### src/rtl/uart_ack_receiver_endpoint.sv
// -----------------------------------------------------------------------------
// uart_ack_receiver_endpoint
//
// Far-end terminator for the slave-side "send" UART link. Every byte delivered
// by the uart_receiver is either buffered in a first-word-fall-through FIFO for
// the local consumer or dropped when the FIFO is full. The byte is then answered
// with ACK_BYTE (buffered) or NACK_BYTE (dropped) through the uart_transmitter.
//
// Ports
//   clk          system clock
//   rstN         asynchronous active-low reset
//   rxDone       1-cycle pulse: byteFromRx is valid
//   byteFromRx   received byte
//   txReady      uart_transmitter idle
//   txStart      1-cycle start pulse to uart_transmitter
//   byteForTx    response byte being sent; held until the next response
//   out_data     FIFO head (valid while out_valid = 1, otherwise 0)
//   out_valid    FIFO not empty
//   out_ready    consumer pops the head when out_valid && out_ready
//   fill_count   current FIFO occupancy, 0..FIFO_DEPTH
//   overrun      sticky: a response was discarded because one was still pending
//   clr_overrun  synchronous clear of overrun (a same-cycle set wins)
// -----------------------------------------------------------------------------
`timescale 1ns/1ps

module uart_ack_receiver_endpoint #(
    parameter int                    DATA_WIDTH = 8,
    parameter int                    FIFO_DEPTH = 16,
    parameter logic [DATA_WIDTH-1:0] ACK_BYTE   = 8'hA5,
    parameter logic [DATA_WIDTH-1:0] NACK_BYTE  = 8'h5A
) (
    input  logic                          clk,
    input  logic                          rstN,
    input  logic                          rxDone,
    input  logic [DATA_WIDTH-1:0]         byteFromRx,
    input  logic                          txReady,
    output logic                          txStart,
    output logic [DATA_WIDTH-1:0]         byteForTx,
    output logic [DATA_WIDTH-1:0]         out_data,
    output logic                          out_valid,
    input  logic                          out_ready,
    output logic [$clog2(FIFO_DEPTH):0]   fill_count,
    output logic                          overrun,
    input  logic                          clr_overrun
);

    localparam int                PTR_W   = $clog2(FIFO_DEPTH);
    localparam int                CNT_W   = PTR_W + 1;
    localparam logic [CNT_W-1:0]  DEPTH_C = CNT_W'(FIFO_DEPTH);

    typedef enum logic [1:0] {
        S_IDLE,
        S_LOAD,
        S_BUSY,
        S_DRAIN
    } state_t;

    // FIFO storage and bookkeeping
    logic [DATA_WIDTH-1:0] mem [FIFO_DEPTH];
    logic [PTR_W-1:0]      wr_ptr;
    logic [PTR_W-1:0]      rd_ptr;
    logic [CNT_W-1:0]      count;
    logic                  full;
    logic                  empty;
    logic                  push;
    logic                  pop;

    // Response path
    state_t                state;
    state_t                state_next;
    logic                  load_go;
    logic                  busy_cnt;
    logic                  pend_valid;
    logic                  pend_is_ack;
    logic                  overrun_set;

    // ---------------------------------------------------------------- FIFO
    assign full  = (count == DEPTH_C);
    assign empty = (count == '0);
    assign pop   = out_ready && !empty;
    // A full FIFO still takes the byte when the head leaves in the same cycle.
    assign push  = rxDone && (!full || pop);

    always_ff @(posedge clk or negedge rstN) begin
        if (!rstN) begin
            wr_ptr <= '0;
            rd_ptr <= '0;
            count  <= '0;
        end else begin
            if (push) begin
                wr_ptr <= wr_ptr + 1'b1;
            end
            if (pop) begin
                rd_ptr <= rd_ptr + 1'b1;
            end
            case ({push, pop})
                2'b10:   count <= count + 1'b1;
                2'b01:   count <= count - 1'b1;
                default: count <= count;
            endcase
        end
    end

    // Data storage carries no reset; out_data is masked while empty instead.
    always_ff @(posedge clk) begin
        if (push) begin
            mem[wr_ptr] <= byteFromRx;
        end
    end

    assign out_valid  = !empty;
    assign out_data   = out_valid ? mem[rd_ptr] : '0;
    assign fill_count = count;

    // ---------------------------------------------------------------- response FSM
    always_comb begin
        state_next = state;
        load_go    = 1'b0;
        case (state)
            S_IDLE: begin
                if (pend_valid && txReady) begin
                    load_go    = 1'b1;
                    state_next = S_LOAD;
                end
            end
            S_LOAD: begin
                state_next = S_BUSY;
            end
            S_BUSY: begin
                // Leave once the transmitter drops txReady, or give up after
                // two cycles in case it never visibly went busy.
                if (!txReady || busy_cnt) begin
                    state_next = S_DRAIN;
                end
            end
            S_DRAIN: begin
                if (txReady) begin
                    state_next = S_IDLE;
                end
            end
            default: begin
                state_next = S_IDLE;
            end
        endcase
    end

    // A new byte while the previous response is still waiting (and not being
    // taken this cycle) loses its response; the sender will time out.
    assign overrun_set = rxDone && pend_valid && !load_go;

    always_ff @(posedge clk or negedge rstN) begin
        if (!rstN) begin
            state       <= S_IDLE;
            busy_cnt    <= 1'b0;
            pend_valid  <= 1'b0;
            pend_is_ack <= 1'b0;
            txStart     <= 1'b0;
            byteForTx   <= '0;
            overrun     <= 1'b0;
        end else begin
            state    <= state_next;
            busy_cnt <= (state == S_BUSY);

            // txStart is a register so it can never glitch; it is high for
            // exactly the one cycle spent in S_LOAD.
            txStart <= load_go;
            if (load_go) begin
                byteForTx <= pend_is_ack ? ACK_BYTE : NACK_BYTE;
            end

            // Setting the pending response wins over LOAD consuming it.
            if (rxDone && !overrun_set) begin
                pend_valid  <= 1'b1;
                pend_is_ack <= push;
            end else if (load_go) begin
                pend_valid  <= 1'b0;
            end

            if (overrun_set) begin
                overrun <= 1'b1;
            end else if (clr_overrun) begin
                overrun <= 1'b0;
            end
        end
    end

endmodule

### config.mk
export PLATFORM = sky130hd
export DESIGN_NAME = uart_ack_receiver_endpoint
export DESIGN_NICKNAME = d
export VERILOG_FILES = /design/src/rtl/uart_ack_receiver_endpoint.sv
export SDC_FILE = /design/constraint.sdc
export NUM_CORES = 1
export LEC_CHECK = 0
export ABC_AREA = 1
export ABC_CLOCK_PERIOD_IN_PS = 6500
export BUFFER_PORTS_ARGS = -buffer_cell sky130_fd_sc_hd__buf_2
export CAP_MARGIN = 5
export CORE_MARGIN = 2
export CORE_UTILIZATION = 65
export DETAILED_ROUTE_END_ITERATION = 8
export PLACE_DENSITY_LB_ADDON = 0.15
export SLEW_MARGIN = 30
export SYNTH_ARGS = -nofsm -noshare
export SYNTH_HDL_FRONTEND = slang
export SYNTH_SLANG_ARGS = --single-unit
### constraint.sdc
create_clock -name clk -period 6.5 [get_ports clk]
set_input_delay 0.65 -clock clk [delete_from_list [all_inputs] [get_ports clk]]
set_output_delay 0.65 -clock clk [all_outputs]
set_load 0.1 [all_outputs]
== Yosys cells after proc, flatten, opt, wreduce, memory -nomap -nowiden ==
Memories as Yosys holds them, arrays and structs flattened.
Cells that the tools add are included.

* $add $sub $neg: 4
* Reduce and logical (&&, ||, !) cells: 19
* Muxes and demuxes: 15
* Eq/ne operators: 9

{| class="wikitable"
|+ Operators by type and width
! cell !! count
|-
| 8-bit 2-to-1 mux || 2
|-
| 5-bit case mux with 2 select lines || 1
|-
| 4-bit by 1-bit adder with 4-bit output (second input constant) || 2
|-
| 1-bit 2-to-1 mux || 8
|-
| 2-bit case mux with 4 select lines || 1
|-
| 2-bit == test (second input constant) || 3
|-
| 1-bit logical AND || 6
|-
| 2-bit 2-to-1 mux || 3
|-
| 2-bit inequality test (second input constant) || 3
|-
| 2-bit nonzero test || 3
|-
| 5-bit by 1-bit adder with 5-bit output (second input constant) || 1
|-
| 5-bit == test (second input constant) || 1
|-
| 1-bit logical NOT || 5
|-
| 5-bit logical NOT || 1
|-
| 5-bit by 1-bit subtractor with 5-bit output (second input constant) || 1
|-
| 2-bit by 1-bit == test with 1-bit output (second input constant) || 2
|-
| 3-bit AND reduction || 1
|-
| 2-bit logical NOT || 1
|-
| 1-bit logical OR || 2
|}

* Bits of input ports: 14
* RAM bits: 128
* Memories kept: 1
* Flip-flop bits (word level): 28

{| class="wikitable"
|+ Memory list
! name !! words !! width !! read ports !! clocked after memory_dff !! write ports !! line !! source
|-
| mem || 16 || 8 || 1 || 0 || 1 || 59 || <nowiki>logic [DATA_WIDTH-1:0] mem [FIFO_DEPTH];</nowiki>
|}

== Logic depth before layout (Yosys ltp) ==
* Depth in word-level cells: 8
* Gate-level depth with buffers: 15
* Depth with buffers taken out: 15

== Worst setup path before layout ==
No wires, ideal clock.

* Kind: register to output
* Start: register count[0] (netlist: fill_count[0])
* End: output port out_data[0]
* Required time: 5.850 ns
* Setup slack: 3.015 ns
* Arrival time: 2.835 ns
* Cell stages (with the launch flop): 5
* Path buffers: 0
* Path through: dfrtp_1 nor2_1 nand2_1 nor2_4 a21oi_1

* Cells in the longest elaborated chain, start to end: 2

{| class="wikitable"
|+ Ends and longest elaborated chain
! what !! line !! source
|-
| from (decl) || 62 || <nowiki>logic [CNT_W-1:0] count;</nowiki>
|-
| from (signal assigned) || 97 || <nowiki>2'b10: count <= count + 1'b1;</nowiki>
|-
| from (signal assigned) || 98 || <nowiki>2'b01: count <= count - 1'b1;</nowiki>
|-
| from (signal assigned) || 99 || <nowiki>default: count <= count;</nowiki>
|-
| 5-bit logical NOT || 79 || <nowiki>assign empty = (count == '0);</nowiki>
|-
| 8-bit 2-to-1 mux || 112 || <nowiki>assign out_data = out_valid ? mem[rd_ptr] : '0;</nowiki>
|-
| to (decl) || 39 || <nowiki>output logic [DATA_WIDTH-1:0] out_data,</nowiki>
|}

Every way passes these cells.

== Worst setup path after layout ==
* Start: register rd_ptr[0]
* End: output port out_data[5]

* Cells in the longest elaborated chain, start to end: 2

{| class="wikitable"
|+ Ends and longest elaborated chain
! what !! line !! source
|-
| from (decl) || 61 || <nowiki>logic [PTR_W-1:0] rd_ptr;</nowiki>
|-
| from (signal assigned) || 94 || <nowiki>rd_ptr <= rd_ptr + 1'b1;</nowiki>
|-
| memory read 16 x 8 bit || -- ||
|-
| 8-bit 2-to-1 mux || 112 ||
|}

Every way passes these cells.

==> flow_summary_export.csv <==
group,metric,value,unit
outcome,status,"completed",
synthesis,synth_cell_types,29,
global_routing,grt_max_degree,68,
cells_and_area,nets,633,
synthesis,ys.warnings.count,0,
worst_setup_path,r2r_slack,3.96,ns
clock_network,numCtsBuffers,17,
timing,setup_violations,0,
clock_network,post_cts_buffers,0,
synthesis,syn_inst,581,
clock_network,cts_tree,"yes",
detailed_routing,firstDrtPassIters,5,
worst_setup_path,required,5.85,ns
clock_network,clk_pin_slew,0.06,ns
detailed_routing,wl_per_cell,19.1,um
floorplanning,start_util,0.673,
cells_and_area,n_antenna_cell,0,
clock_network,postCtsResizedCells,0,
floorplanning,rows,36,
clock_network,cts_sinks,150,
synthesis,synth-seq-cells,150,
detailed_routing,ant_nets,0,
global_routing,grt_overflow,0,
worst_setup_path,cpMostUsedCell,"nand2_1",
cells_and_area,drive_above_1_share,0.194,
worst_setup_path,slowest_delay,0.61,ns
place,hpwl,8650,um
worst_setup_path,critPathLaunchType,"register",
cells_and_area,fill_cells,652,
worst_setup_path,crit_arrival,3.20,ns
detailed_routing,num_vias,4378,
timing,slew_headroom,0.393,
clock_network,clk_latency,0.54,ns
worst_setup_path,path_class,"reg2out",
timing,hold_viol,0,
global_routing,antenna_found_initial,0,
timing,finalCriticalPeriod,3.85,ns
floorplanning,ios,38,
detailed_routing,drt_iter0_drc,549,
floorplanning,core,0.00986,sq mm
floorplanning,fp.dieW,105,um
clock_network,clockRootBuffer,"clkbuf_8",
synthesis,avgSynthCellArea,11.4,sq um
timing,worst_pin_slew,0.908,ns
timing,tns,0,ns
cells_and_area,syn_to_final_growth,10.4,%
detailed_routing,finalWirelength,14300,um
global_routing,grt_pass1_wl,22300,um
place,io_buffers,37,
clock_network,h-tree-depth,4,
synthesis,syn_area,0.00664,sq mm
hold_path,hold_path.class,"in2async",
timing,timing.final.crit_share,0.592,
worst_setup_path,path_buf_inv,3,
cells_and_area,final_cell_mix,"nand2_1 (173), edfxtp_1 (128), nand3_1 (93)",
timing,fin_skew,0.0123,ns
global_routing,grtUsageTotal,0.275,
clock_network,clk_path_buf_depth,2,
timing,rsz0062_at_grt,"no",
synthesis,yosysSeqAreaShare,0.662,
timing,slew_viol_final,0,
floorplanning,fp.dieArea,0.0110,sq mm
worst_setup_path,crit_chain,"buf_4 > inv_4 > nand2_1 > nand3_2 > nand3_1 > nand2_1 > nand2_1 > a21oi_1 > buf_2",
place,gp_congestion,0.821,
worst_setup_path,crit_fanout,67,
flow_run,cap_violations,0,
synthesis,synthesis.nets,607,
worst_setup_path,cp_slowest_cell,"inv_4",
detailed_routing,via_per_inst,5.81,
worst_setup_path,crit_family,"buffers and inverters",
timing,fmax,260,MHz
global_routing,grt_pass1_vias,4045,
worst_setup_path,end_kind,"primary output",
cells_and_area,final_common_cell,"nand2_1",
clock_network,cts_hold_buf,0,
detailed_routing,drc,0,
floorplanning,die_h,105,um
## metal layers
layer | GRT usage | part of all wire
met1 | 0.387 | 0.41
met2 | 0.406 | 0.48
met3 | 0.100 | 0.099
met4 | 0.0848 | 0.017
met5 | 0 | 0
## worst register-to-register path, cell delays in order (launching register included)
cell	delay [ns]
dfrtp_1	0.44
nor2_1	0.17
nand2_1	0.12
nor2_4	0.27
inv_2	0.07
nand2_2	0.09
inv_2	0.09
ha_1	0.28
ha_1	0.36
inv_1	0.07
o21bai_1	0.17
inv_1	0.08
nand2_1	0.07
nand2_1	0.05
nand3_1	0.06
nand2_1	0.05
## cells by family after synthesis
group / after synthesis / share of synthesized area
buf+inv: 55 / 0.0518
simple gates: 333 / 0.233
fa+ha+maj: 12 / 0.0226
flops: 150 / 0.662
compound gates: 22 / 0.0185
xor+xnor: 9 / 0.0119
## metrics by stage
stage | util | setup slack [ns] | cell area (sq um) | std cells | hold slack [ns]
final | 0.742 | 2.65 | 7320 | 753 | 0.0953
after global routing | 0.742 | 2.48 | 7320 | 753 | 0.124
after CTS | 0.742 | 2.69 | 7320 | 753 | 0.103
after detailed placement | 0.684 | 3.27 | 6750 | 721 | 0.490
after global placement | 0.684 | 3.01 | 6750 | 721 | 0.479
after floorplan | - | 3.01 | 6640 | 581 | 0.354
## synthesized netlist by cell type (all sizes together)
| library cell | n | area share |
|---|---|---|
| o21a | 1 | 0.0011 |
| buf | 29 | 0.037 |
| a21oi | 10 | 0.0075 |
| inv | 23 | 0.013 |
| o21ai | 7 | 0.0053 |
| nand3 | 107 | 0.091 |
| dfrtp | 22 | 0.083 |
| clkbuf | 3 | 0.0017 |
| a21o | 1 | 0.0011 |
| nand2 | 204 | 0.13 |
| xor2 | 7 | 0.0092 |
| o21bai | 1 | 0.0011 |
| xnor2 | 2 | 0.0026 |
| edfxtp | 128 | 0.58 |
| nor2 | 21 | 0.013 |
| o22ai | 1 | 0.00094 |
| o221ai | 1 | 0.0013 |
| nand4 | 1 | 0.00094 |
| ha | 12 | 0.023 |
## flip-flops by register name (all words and copies together) (netlist names)
register     count
wr_ptr           4
txStart          1
overrun          1
fill_count       5
busy_cnt         1
mem            128
pend_valid       1
byteForTx        2
rd_ptr           4
state            2
pend_is_ack      1
## worst paths after layout
path / from / depth (start not counted) / endpoint
max: rd_ptr[0] / 9 / out_data[5]
min: rstN / 1 / rd_ptr[2]
max reg2reg: fill_count[2] / 15 / fill_count[4]
min reg2reg: pend_is_ack / 2 / pend_is_ack
max in group asynchronous: rstN / 1 / rd_ptr[0]
min in group clk: clr_overrun / 2 / overrun
## cell type report
type | instances | area [sq um] | share of cell area
Tap cell | 133 | 166 | 0.0227
Timing Repair Buffer | 39 | 200 | 0.0273
Multi-Input combinational cell | 376 | 1900 | 0.259
Clock inverter | 11 | 135 | 0.0185
Clock buffer | 21 | 439 | 0.0600
Inverter | 23 | 88.8 | 0.0121
Sequential cell | 150 | 4400 | 0.600
Power is not shown: default switching activity piles up to over one toggle a cycle in this logic, so the estimate is an artifact.
